==> src/rtl/matriz_scan_controller_if.sv <==
// Scan controller bus: run/image controls in, row/image selects and strobes out.
//   enable          - run the scan when 1, idle when 0
//   auto_alternate  - 1: image toggles every FRAMES_PER_IMAGE frames; 0: manual image
//   manual_img      - image requested while auto_alternate = 0
//   Seletor_Linhas  - current row index
//   Seletor_imagem  - current image index
//   linha_ativa     - row drive enable (low while blanked or idle)
//   frame_start     - one-cycle pulse at the start of row 0
//   tick_linha      - one-cycle pulse at the start of every row slot
// master drives the controls (system side); slave is the scan controller.
interface matriz_scan_controller_if;
   logic       enable;
   logic       auto_alternate;
   logic       manual_img;
   logic [2:0] Seletor_Linhas;
   logic       Seletor_imagem;
   logic       linha_ativa;
   logic       frame_start;
   logic       tick_linha;

   modport master (
      output enable, auto_alternate, manual_img,
      input  Seletor_Linhas, Seletor_imagem, linha_ativa, frame_start, tick_linha
   );

   modport slave (
      input  enable, auto_alternate, manual_img,
      output Seletor_Linhas, Seletor_imagem, linha_ativa, frame_start, tick_linha
   );
endinterface

==> src/rtl/matriz_scan_controller.sv <==
// LED matrix scan sequencer. A single slot counter splits every row slot into a
// blanking phase followed by a drive phase; rows advance only at slot start
// (while blanked) and the image select changes only when the row wraps to 0.
//   clock - system clock, rising edge
//   reset - asynchronous, active-low
//   bus   - control inputs and registered scan outputs (slave modport)
module matriz_scan_controller #(
   parameter int unsigned ROW_PERIOD       = 65536,
   parameter int unsigned BLANK_CYCLES     = 64,
   parameter int unsigned NUM_ROWS         = 8,
   parameter int unsigned FRAMES_PER_IMAGE = 32
) (
   input logic                    clock,
   input logic                    reset,
   matriz_scan_controller_if.slave bus
);

   localparam int unsigned CntW = (ROW_PERIOD > 1) ? $clog2(ROW_PERIOD) : 1;
   localparam int unsigned FrmW = (FRAMES_PER_IMAGE > 1) ? $clog2(FRAMES_PER_IMAGE) : 1;

   localparam logic [CntW-1:0] CntLast  = CntW'(ROW_PERIOD - 1);
   localparam logic [CntW-1:0] CntBlank = CntW'(BLANK_CYCLES);
   localparam logic [2:0]      RowLast  = 3'(NUM_ROWS - 1);
   localparam logic [FrmW-1:0] FrmLast  = FrmW'(FRAMES_PER_IMAGE - 1);

   typedef enum logic [1:0] {StIdle, StBlank, StDrive} state_e;

   state_e          state_q, state_d;
   logic [CntW-1:0] cnt_q, cnt_d;
   logic [2:0]      row_q, row_d;
   logic [FrmW-1:0] frm_q, frm_d;
   logic            img_q, img_d;
   logic            linha_q, linha_d;
   logic            fs_q, fs_d;
   logic            tick_q, tick_d;

   always_comb begin
      state_d = state_q;
      cnt_d   = cnt_q;
      row_d   = row_q;
      frm_d   = frm_q;
      img_d   = img_q;
      fs_d    = 1'b0;
      tick_d  = 1'b0;

      unique case (state_q)
         StIdle: begin
            cnt_d = '0;
            row_d = '0;
            frm_d = '0;
            if (bus.enable) begin
               state_d = StBlank;
               fs_d    = 1'b1;
               tick_d  = 1'b1;
            end
         end
         StBlank, StDrive: begin
            if (!bus.enable) begin
               // Image select is deliberately kept so re-enabling shows the same image.
               state_d = StIdle;
               cnt_d   = '0;
               row_d   = '0;
               frm_d   = '0;
            end else if (cnt_q == CntLast) begin
               // Slot boundary: enter blanking before the row select moves.
               state_d = StBlank;
               cnt_d   = '0;
               tick_d  = 1'b1;
               if (row_q == RowLast) begin
                  row_d = '0;
                  fs_d  = 1'b1;
                  if (bus.auto_alternate) begin
                     if (frm_q == FrmLast) begin
                        img_d = ~img_q;
                        frm_d = '0;
                     end else begin
                        frm_d = frm_q + 1'b1;
                     end
                  end else begin
                     img_d = bus.manual_img;
                     frm_d = '0;
                  end
               end else begin
                  row_d = row_q + 3'd1;
               end
            end else begin
               cnt_d = cnt_q + 1'b1;
               if (cnt_d == CntBlank) begin
                  state_d = StDrive;
               end
            end
         end
         default: begin
            state_d = StIdle;
         end
      endcase

      linha_d = (state_d == StDrive);
   end

   always_ff @(posedge clock or negedge reset) begin
      if (!reset) begin
         state_q <= StIdle;
         cnt_q   <= '0;
         row_q   <= '0;
         frm_q   <= '0;
         img_q   <= 1'b0;
         linha_q <= 1'b0;
         fs_q    <= 1'b0;
         tick_q  <= 1'b0;
      end else begin
         state_q <= state_d;
         cnt_q   <= cnt_d;
         row_q   <= row_d;
         frm_q   <= frm_d;
         img_q   <= img_d;
         linha_q <= linha_d;
         fs_q    <= fs_d;
         tick_q  <= tick_d;
      end
   end

   assign bus.Seletor_Linhas = row_q;
   assign bus.Seletor_imagem = img_q;
   assign bus.linha_ativa    = linha_q;
   assign bus.frame_start    = fs_q;
   assign bus.tick_linha     = tick_q;

endmodule

==> src/flat_wrapper.sv <==
// flat-port wrapper written by rule: the top's interface ports become plain ports
module matriz_scan_controller_flat 
#(
   parameter int unsigned ROW_PERIOD       = 65536,
   parameter int unsigned BLANK_CYCLES     = 64,
   parameter int unsigned NUM_ROWS         = 8,
   parameter int unsigned FRAMES_PER_IMAGE = 32
)
  (clock, reset, bus_enable, bus_auto_alternate, bus_manual_img, bus_Seletor_Linhas, bus_Seletor_imagem, bus_linha_ativa, bus_frame_start, bus_tick_linha);
  matriz_scan_controller_if bus_i ();
  input logic clock;
  input logic reset;
  input wire logic [$bits(bus_i.enable)-1:0] bus_enable;
  input wire logic [$bits(bus_i.auto_alternate)-1:0] bus_auto_alternate;
  input wire logic [$bits(bus_i.manual_img)-1:0] bus_manual_img;
  output wire logic [$bits(bus_i.Seletor_Linhas)-1:0] bus_Seletor_Linhas;
  output wire logic [$bits(bus_i.Seletor_imagem)-1:0] bus_Seletor_imagem;
  output wire logic [$bits(bus_i.linha_ativa)-1:0] bus_linha_ativa;
  output wire logic [$bits(bus_i.frame_start)-1:0] bus_frame_start;
  output wire logic [$bits(bus_i.tick_linha)-1:0] bus_tick_linha;
  assign bus_i.enable = bus_enable;
  assign bus_i.auto_alternate = bus_auto_alternate;
  assign bus_i.manual_img = bus_manual_img;
  assign bus_Seletor_Linhas = bus_i.Seletor_Linhas;
  assign bus_Seletor_imagem = bus_i.Seletor_imagem;
  assign bus_linha_ativa = bus_i.linha_ativa;
  assign bus_frame_start = bus_i.frame_start;
  assign bus_tick_linha = bus_i.tick_linha;
  matriz_scan_controller #(.ROW_PERIOD(ROW_PERIOD), .BLANK_CYCLES(BLANK_CYCLES), .NUM_ROWS(NUM_ROWS), .FRAMES_PER_IMAGE(FRAMES_PER_IMAGE)) u_core (.clock(clock), .reset(reset), .bus(bus_i));
endmodule
==> config.mk <==
export PLATFORM = sky130hd
export DESIGN_NAME = matriz_scan_controller_flat
export DESIGN_NICKNAME = d
export VERILOG_FILES = /design/src/rtl/matriz_scan_controller_if.sv /design/src/rtl/matriz_scan_controller.sv /design/src/flat_wrapper.sv
export SDC_FILE = /design/constraint.sdc
export NUM_CORES = 1
export LEC_CHECK = 0
export BUFFER_PORTS_ARGS = -buffer_cell sky130_fd_sc_hd__buf_2
export CELL_PAD_IN_SITES_DETAIL_PLACEMENT = 1
export CELL_PAD_IN_SITES_GLOBAL_PLACEMENT = 1
export CORE_UTILIZATION = 35
export CTS_BUF_LIST = sky130_fd_sc_hd__clkbuf_16
export DETAILED_ROUTE_END_ITERATION = 8
export PLACE_DENSITY_LB_ADDON = 0.1
export SLEW_MARGIN = 10
export SYNTH_ARGS = -nofsm -noshare
export SYNTH_HDL_FRONTEND = slang
export SYNTH_SLANG_ARGS = --single-unit
export TNS_END_PERCENT = 50
==> constraint.sdc <==
create_clock -name clock -period 2.7 [get_ports clock]
set_clock_uncertainty 0.2 [all_clocks]
set_input_delay 0.675 -clock clock [delete_from_list [all_inputs] [get_ports clock]]
set_output_delay 0.675 -clock clock [all_outputs]
set_load 0.02 [all_outputs]
==> flow_metrics.py, run 1 <==
metrics = {
    "pwr": {
        "p_sw_mw": 0.388,
        "pwr-share-seq_pct": 38.9,
        "leakage_nw": 0.940,
        "power_frac_comb_pct": 20.8,
        "p_sw_share_pct": 30.2,
        "intPower_mw": 0.897,
        "pwr-share-clk_pct": 40.3,
        "power.density_nw_per_um2": 592,
        "vdd_ir_drop_max_mv": 0.227,
    },
    "sta": {
        "maxSlewViolCount": 0,
        "fin_crit_ns": 2.48,
        "setup-tns-final_ns": 0,
        "fmax_ghz": 0.404,
        "finalHoldViolCount": 0,
        "maxSlewHeadroom_pct": 52.9,
        "setup_viol": 0,
        "period_share_pct": 91.8,
        "tightestPinTransition_ns": 0.706,
        "rsz0062_at_grt": "false",
    },
    "synthesis": {
        "ys_top_cells_by_area": "dfrtp_1, o21ai_0, ha_1",
        "synth_cell_types": 49,
        "synth_most_common_cell": "dfrtp_1",
        "synth_ff_type": "dfrtp_1",
        "ys_warn_count": 0,
        "avgSynthCellArea_um2": 8.85,
        "synth-seq-cells": 30,
        "synth_nets": 229,
        "synthArstFlopShare_pct": 100,
        "yosysSeqAreaShare_pct": 39.1,
        "syn_area_um2": 1920,
        "synth_top_area_share_pct": 39.1,
        "postSynthCellCount": 217,
        "synth_area_leader_cell": "dfrtp_1",
        "synth_edf_count": 0,
        "synth_common_cells": "dfrtp_1, o21ai_0, nand2_1, nor2_1, nand3_1",
    },
    "global_route": {
        "grt_pass1_wl_mm": 8.67,
        "grt-ovfl-total": 0,
        "grt_pass1_vias": 1798,
        "grt.total_usage_pct": 18.9,
        "grt_start_max_net_pins": 32,
        "antenna_found_initial": 0,
    },
    "die": {
        "die_area_um2": 5790,
        "die_w_um": 76.1,
        "std_cell_rows": 26,
        "core_area_um2": 5200,
        "fp.dieH_um": 76.1,
        "initial_core_util_pct": 36.9,
        "pin_count": 12,
    },
    "critical_path": {
        "r2r_start": "u_core.cnt_q[1]",
        "max_stage_delay_ns": 0.44,
        "worst-path-max-fanout": 6,
        "rr_worst_depth": 6,
        "crit_top_cell": "nand4_1",
        "reg2reg_to": "u_core.state_q[0]",
        "rrSetupSlack_ns": 0.22,
        "criticalPathCategory": "reg2reg",
        "crit_path_cell_trace": "ha_1, nand4_1, nor2_1, nand4_1, a2111o_1, o311a_1",
        "startpoint_type": "register",
        "cp.arrival_ns": 2.43,
        "end_kind": "register",
        "cpMaxStageDelayCell": "dfrtp_1",
        "cp.required_ns": 2.66,
    },
    "cts": {
        "cts_setup_buffers": 0,
        "root_buffer": "clkbuf_16",
        "h-tree-depth": 2,
        "cts.repair.resized": 0,
        "clkTransAtPathRegs_ns": 0.05,
        "clockBufferDepth": 2,
        "cts_buffers": 5,
        "cts_tree": "done",
        "hold_buffers": 0,
        "insertion_delay_ns": 0.27,
        "cts.sinks": 30,
    },
    "drt": {
        "dr.first_iter.drc_count": 37,
        "wl_per_cell_um": 17.0,
        "post-route-drc-count": 0,
        "firstDrtPassIters": 6,
        "vias": 1701,
        "wirelength_mm": 5.04,
        "vias_per_cell": 5.73,
        "ant_nets": 0,
    },
    "final_layout": {
        "final_area_um2": 2170,
        "stdcell_count": 297,
        "drive_above_1_share_pct": 15.0,
        "area_growth_pct": 13.1,
        "fillCellCount": 627,
        "diodes": 0,
        "nets": 239,
    },
    "place": {
        "place_congestion": 0.741,
        "place.port_buffers": 11,
        "placed_area_um2": 2040,
        "hpwl_mm": 3.53,
        "dp_cells": 290,
    },
    "min_path": {
        "min_path_type": "in2async",
    },
    "flow_run": {
        "cap_violations": 0,
    },
    "run_status": {
        "status": "finished clean",
    },
}
sequential cells by signal, indices dropped and copies added (netlist names):
name,cells
u_core.bus.Seletor_imagem,1
u_core.bus.Seletor_Linhas,3
u_core.cnt_q,16
u_core.state_q,2
u_core.bus.tick_linha,1
u_core.bus.linha_ativa,1
u_core.bus.frame_start,1
u_core.frm_q,5
cell usage in the layout, fill, tap and decap left out, types with 5 or more instances in the layout:
cell type,Yosys,final
a21oi_1,9,9
a22o_1,5,5
buf_2,4,11
clkbuf_16,0,5
dfrtp_1,30,30
ha_1,7,7
inv_1,9,11
nand2_1,20,20
nand3_1,11,11
nand4_1,5,5
nor2_1,14,14
o21ai_0,27,27
o31ai_1,6,6
or3_1,6,6
stage by stage:
| stage | hold slack (ns) | power (mW) | setup WS (ns) | utilization (%) |
|---|---|---|---|---|
| 5_1_grt | 0.305 | 1.36 | 0.0269 | 41.7 |
| 6_report | 0.248 | 1.28 | 0.222 | 41.7 |
| 3_3_place_gp | 0.291 | 0.769 | 0.343 | 39.2 |
| 4_1_cts | 0.278 | 1.30 | 0.210 | 41.7 |
| 2_1_floorplan | 0.179 | 0.681 | 0.451 | - |
| 3_5_place_dp | 0.307 | 0.777 | 0.223 | 39.2 |
metal layers:
metal / share of wire, % / global-route usage, % / up-vias
li1: - / - / 818
met1: 46 / 22.1 / 859
met2: 51 / 34.4 / 19
met3: 2.1 / 3.35 / 5
met4: 1.0 / 6.92 / 0
met5: 0 / 0 / -
layout make-up:
cell class              count  area, um2  share of cell area, %
clock buffers               5        125                   5.76
inverters                   9       33.8                   1.56
clock inverters             2       7.51                  0.346
well taps                  70       87.6                   4.03
multi-input cells         166       1080                   49.8
repair buffers             15       85.1                   3.92
flip-flops and latches     30        751                   34.6
worst max-delay path, delay by kind of cell (launching register included):
kind / cells / cell delay, ns
AOI/OAI and AO/OA: 2 / 0.74
and+or+nand+nor: 3 / 0.69
DFF: 1 / 0.44
adders and majority gates: 1 / 0.29
power groups by stage:
stage,combinational [mW],sequential (mW),clock (mW)
after global routing,0.306,0.503,0.552
after CTS,0.271,0.500,0.533
final,0.268,0.500,0.518
after detailed placement,0.269,0.508,0
after global placement,0.262,0.506,0
after floorplan,0.163,0.518,0
worst max-delay path by stage:
stage | from | end | slack [ns]
global placement | u_core.cnt_q[1] | u_core.state_q[0] | 0.34
global route | u_core.cnt_q[1] | u_core.state_q[0] | 0.03
finish | u_core.cnt_q[1] | u_core.state_q[0] | 0.22
detailed placement | u_core.cnt_q[1] | u_core.state_q[0] | 0.22
CTS | u_core.cnt_q[1] | u_core.state_q[0] | 0.21
floorplan | u_core.cnt_q[0] | u_core.state_q[0] | 0.45
kinds of logic (layout without fill, tap and decap cells):
group                    after synthesis  count (layout)  synth area share (%)
adder cells (fa/ha/maj)                7               7                  4.56
buffers and inverters                 21              31                  4.56
AND/OR/NAND/NOR                       83              83                  24.6
flip-flops                            30              30                  39.1
AO/OA/AOI/OAI                         68              68                  23.4
multiplexers                           3               3                  1.56
XOR/XNOR                               5               5                  2.28
No activity file was read; power rests on OpenSTA's default activity.
==> run 2: changes to the inputs <==
- RECOVER_POWER: not set -> 25
==> run 2 against run 1 <==
The flow now finishes with violations (max-capacitance violations, max-slew violations). Worst setup slack unchanged. Cell count unchanged. Global-route usage unchanged. Combinational power hardly changed. Register-to-register slack hardly changed. Die area did not move. Largest power group unchanged. Non-clock buffer count did not move. Clock power about the same. Largest cell class unchanged. Sequential share of layout area hardly changed. Core utilization about the same. Sequential power is essentially flat.
==> flow_metrics.py, run 2 (synthesis gave the netlist of run 1 again) <==
metrics = {
    "run_status": {
        "status": "finished with violations",
        "failed_checks": "max-capacitance violations, max-slew violations",
    },
    "final_layout": {
        "nets": 239,
        "layout_common_cells": "dfrtp_1, o21ai_0, nand2_1",
        "area_growth_pct": 13.0,
        "largest_reg_flops": 16,
        "regArea_um2": 751,
        "final_common_cell": "dfrtp_1",
        "diodes": 0,
        "fillCellCount": 628,
        "drive_above_1_share_pct": 14.5,
        "top_register": "u_core.cnt_q",
        "multi_input_area_um2": 1080,
    },
    "critical_path": {
        "crit_path_cell_trace": "ha_1, nand4_1, nor2_1, nand4_1, a2111o_1, o311a_1",
        "reg2reg_to": "u_core.state_q[0]",
        "crit_top_cell": "nand4_1",
        "max_stage_delay_ns": 0.44,
        "rrSetupSlack_ns": 0.22,
        "criticalPathCategory": "reg2reg",
        "r2r_start": "u_core.cnt_q[1]",
        "worst-path-max-fanout": 6,
        "end_kind": "register",
        "cpMaxStageDelayCell": "dfrtp_1",
        "rr_worst_depth": 6,
        "crit_buf_inv": 0,
        "cp.arrival_ns": 2.43,
        "startpoint_type": "register",
        "cp.required_ns": 2.66,
        "cp_top_family": "compound AO/OA/AOI/OAI gates",
    },
    "min_path": {
        "hp-start": "u_core.frm_q[0]",
        "whs_path_depth": 1,
        "min_path_type": "reg2reg",
        "hold_end": "u_core.frm_q[0]",
    },
    "sta": {
        "period_share_pct": 91.8,
        "setup_viol": 0,
        "tightestPinTransition_ns": 1.69,
        "finalHoldViolCount": 0,
        "rsz0062_at_grt": "false",
        "fmax_ghz": 0.404,
        "maxSlewViolCount": 31,
        "timing.hold.ws_ns": 0.308,
        "setup-tns-final_ns": 0,
        "fin_crit_ns": 2.48,
        "maxSlewHeadroom_pct": -12.9,
        "setup_ws_ns": 0.222,
    },
    "die": {
        "initial_core_util_pct": 36.9,
        "pin_count": 12,
        "core_area_um2": 5200,
        "fp.dieH_um": 76.1,
        "die_w_um": 76.1,
        "std_cell_rows": 26,
        "die_area_um2": 5790,
    },
    "place": {
        "place_congestion": 0.741,
        "place.port_buffers": 11,
        "hpwl_mm": 3.53,
        "pre_cts_ws_ns": 0.223,
    },
    "drt": {
        "vias_per_cell": 5.73,
        "ant_nets": 0,
        "firstDrtPassIters": 6,
        "post-route-drc-count": 0,
        "vias": 1701,
        "dr.first_iter.drc_count": 37,
        "wirelength_mm": 5.04,
        "wl_per_cell_um": 17.0,
    },
    "cts": {
        "h-tree-depth": 2,
        "cts_setup_buffers": 0,
        "cts_tree": "done",
        "clkTransAtPathRegs_ns": 0.05,
        "clockBufferDepth": 2,
        "hold_buffers": 0,
        "cts_buffers": 5,
        "insertion_delay_ns": 0.27,
        "root_buffer": "clkbuf_16",
        "cts.repair.resized": 0,
        "cts.sinks": 30,
    },
    "global_route": {
        "grt.total_usage_pct": 18.9,
        "antenna_found_initial": 0,
        "grt_start_max_net_pins": 32,
        "grt_pass1_wl_mm": 8.67,
        "grt-ovfl-total": 0,
        "grt_pass1_vias": 1798,
    },
    "pwr": {
        "leakage_nw": 0.937,
        "power.density_nw_per_um2": 592,
        "vdd_ir_drop_max_mv": 0.227,
    },
    "flow_run": {
        "cap_violations": 1,
    },
}
## run 2: cell count changes in the layout (fill, tap and decap cells not counted)
cell      change
buf_2         -1
clkbuf_1      +1
## run 2: layout make-up
type | count | area share [%]
well taps | 70 | 4.03
flip-flops and latches | 30 | 34.6
repair buffers | 15 | 3.86
inverters | 9 | 1.56
clock inverters | 2 | 0.346
multi-input cells | 166 | 49.9
clock buffers | 5 | 5.76
## run 2: power breakdown
group / total [mW] / internal (mW) / switching, mW
registers: 0.500 / 0.478 / 0.0219
clock network: 0.518 / 0.329 / 0.189
logic: 0.267 / 0.0905 / 0.177
## run 2: how the worst max path moves through the flow
stage,to,start,cells after the start,slack (ns)
after floorplan,u_core.state_q[0],u_core.cnt_q[0],6,0.45
after global placement,u_core.state_q[0],u_core.cnt_q[1],6,0.34
after detailed placement,u_core.state_q[0],u_core.cnt_q[1],6,0.22
after CTS,u_core.state_q[0],u_core.cnt_q[1],6,0.21
after global routing,u_core.state_q[0],u_core.cnt_q[1],6,0.03
final,u_core.state_q[0],u_core.cnt_q[1],6,0.22
## run 2: per-layer routing
metal | global-route usage, % | routed length, um | share of wire, % | vias to the layer above
li1 | - | - | - | 818
met1 | 22.1 | 2320 | 46 | 859
met2 | 34.4 | 2570 | 51 | 19
met3 | 3.35 | 103 | 2.0 | 5
met4 | 6.92 | 51 | 1.0 | 0
met5 | 0 | 0 | 0 | -
## run 2: per-stage QoR
stage	cell area [um2]	instances	power (mW)	util, %
3_3_place_gp	2040	290	0.769	39.2
3_5_place_dp	2040	290	0.777	39.2
6_report	2170	297	1.28	41.7
2_1_floorplan	1920	217	0.681	-
4_1_cts	2170	297	1.30	41.7
5_1_grt	2170	297	1.36	41.7
## run 2: worst register-to-register path, delay by kind of cell (launching register included)
kind | cells | cell delay (ns)
simple gates | 3 | 0.70
fa+ha+maj | 1 | 0.29
compound gates | 2 | 0.74
flops | 1 | 0.44
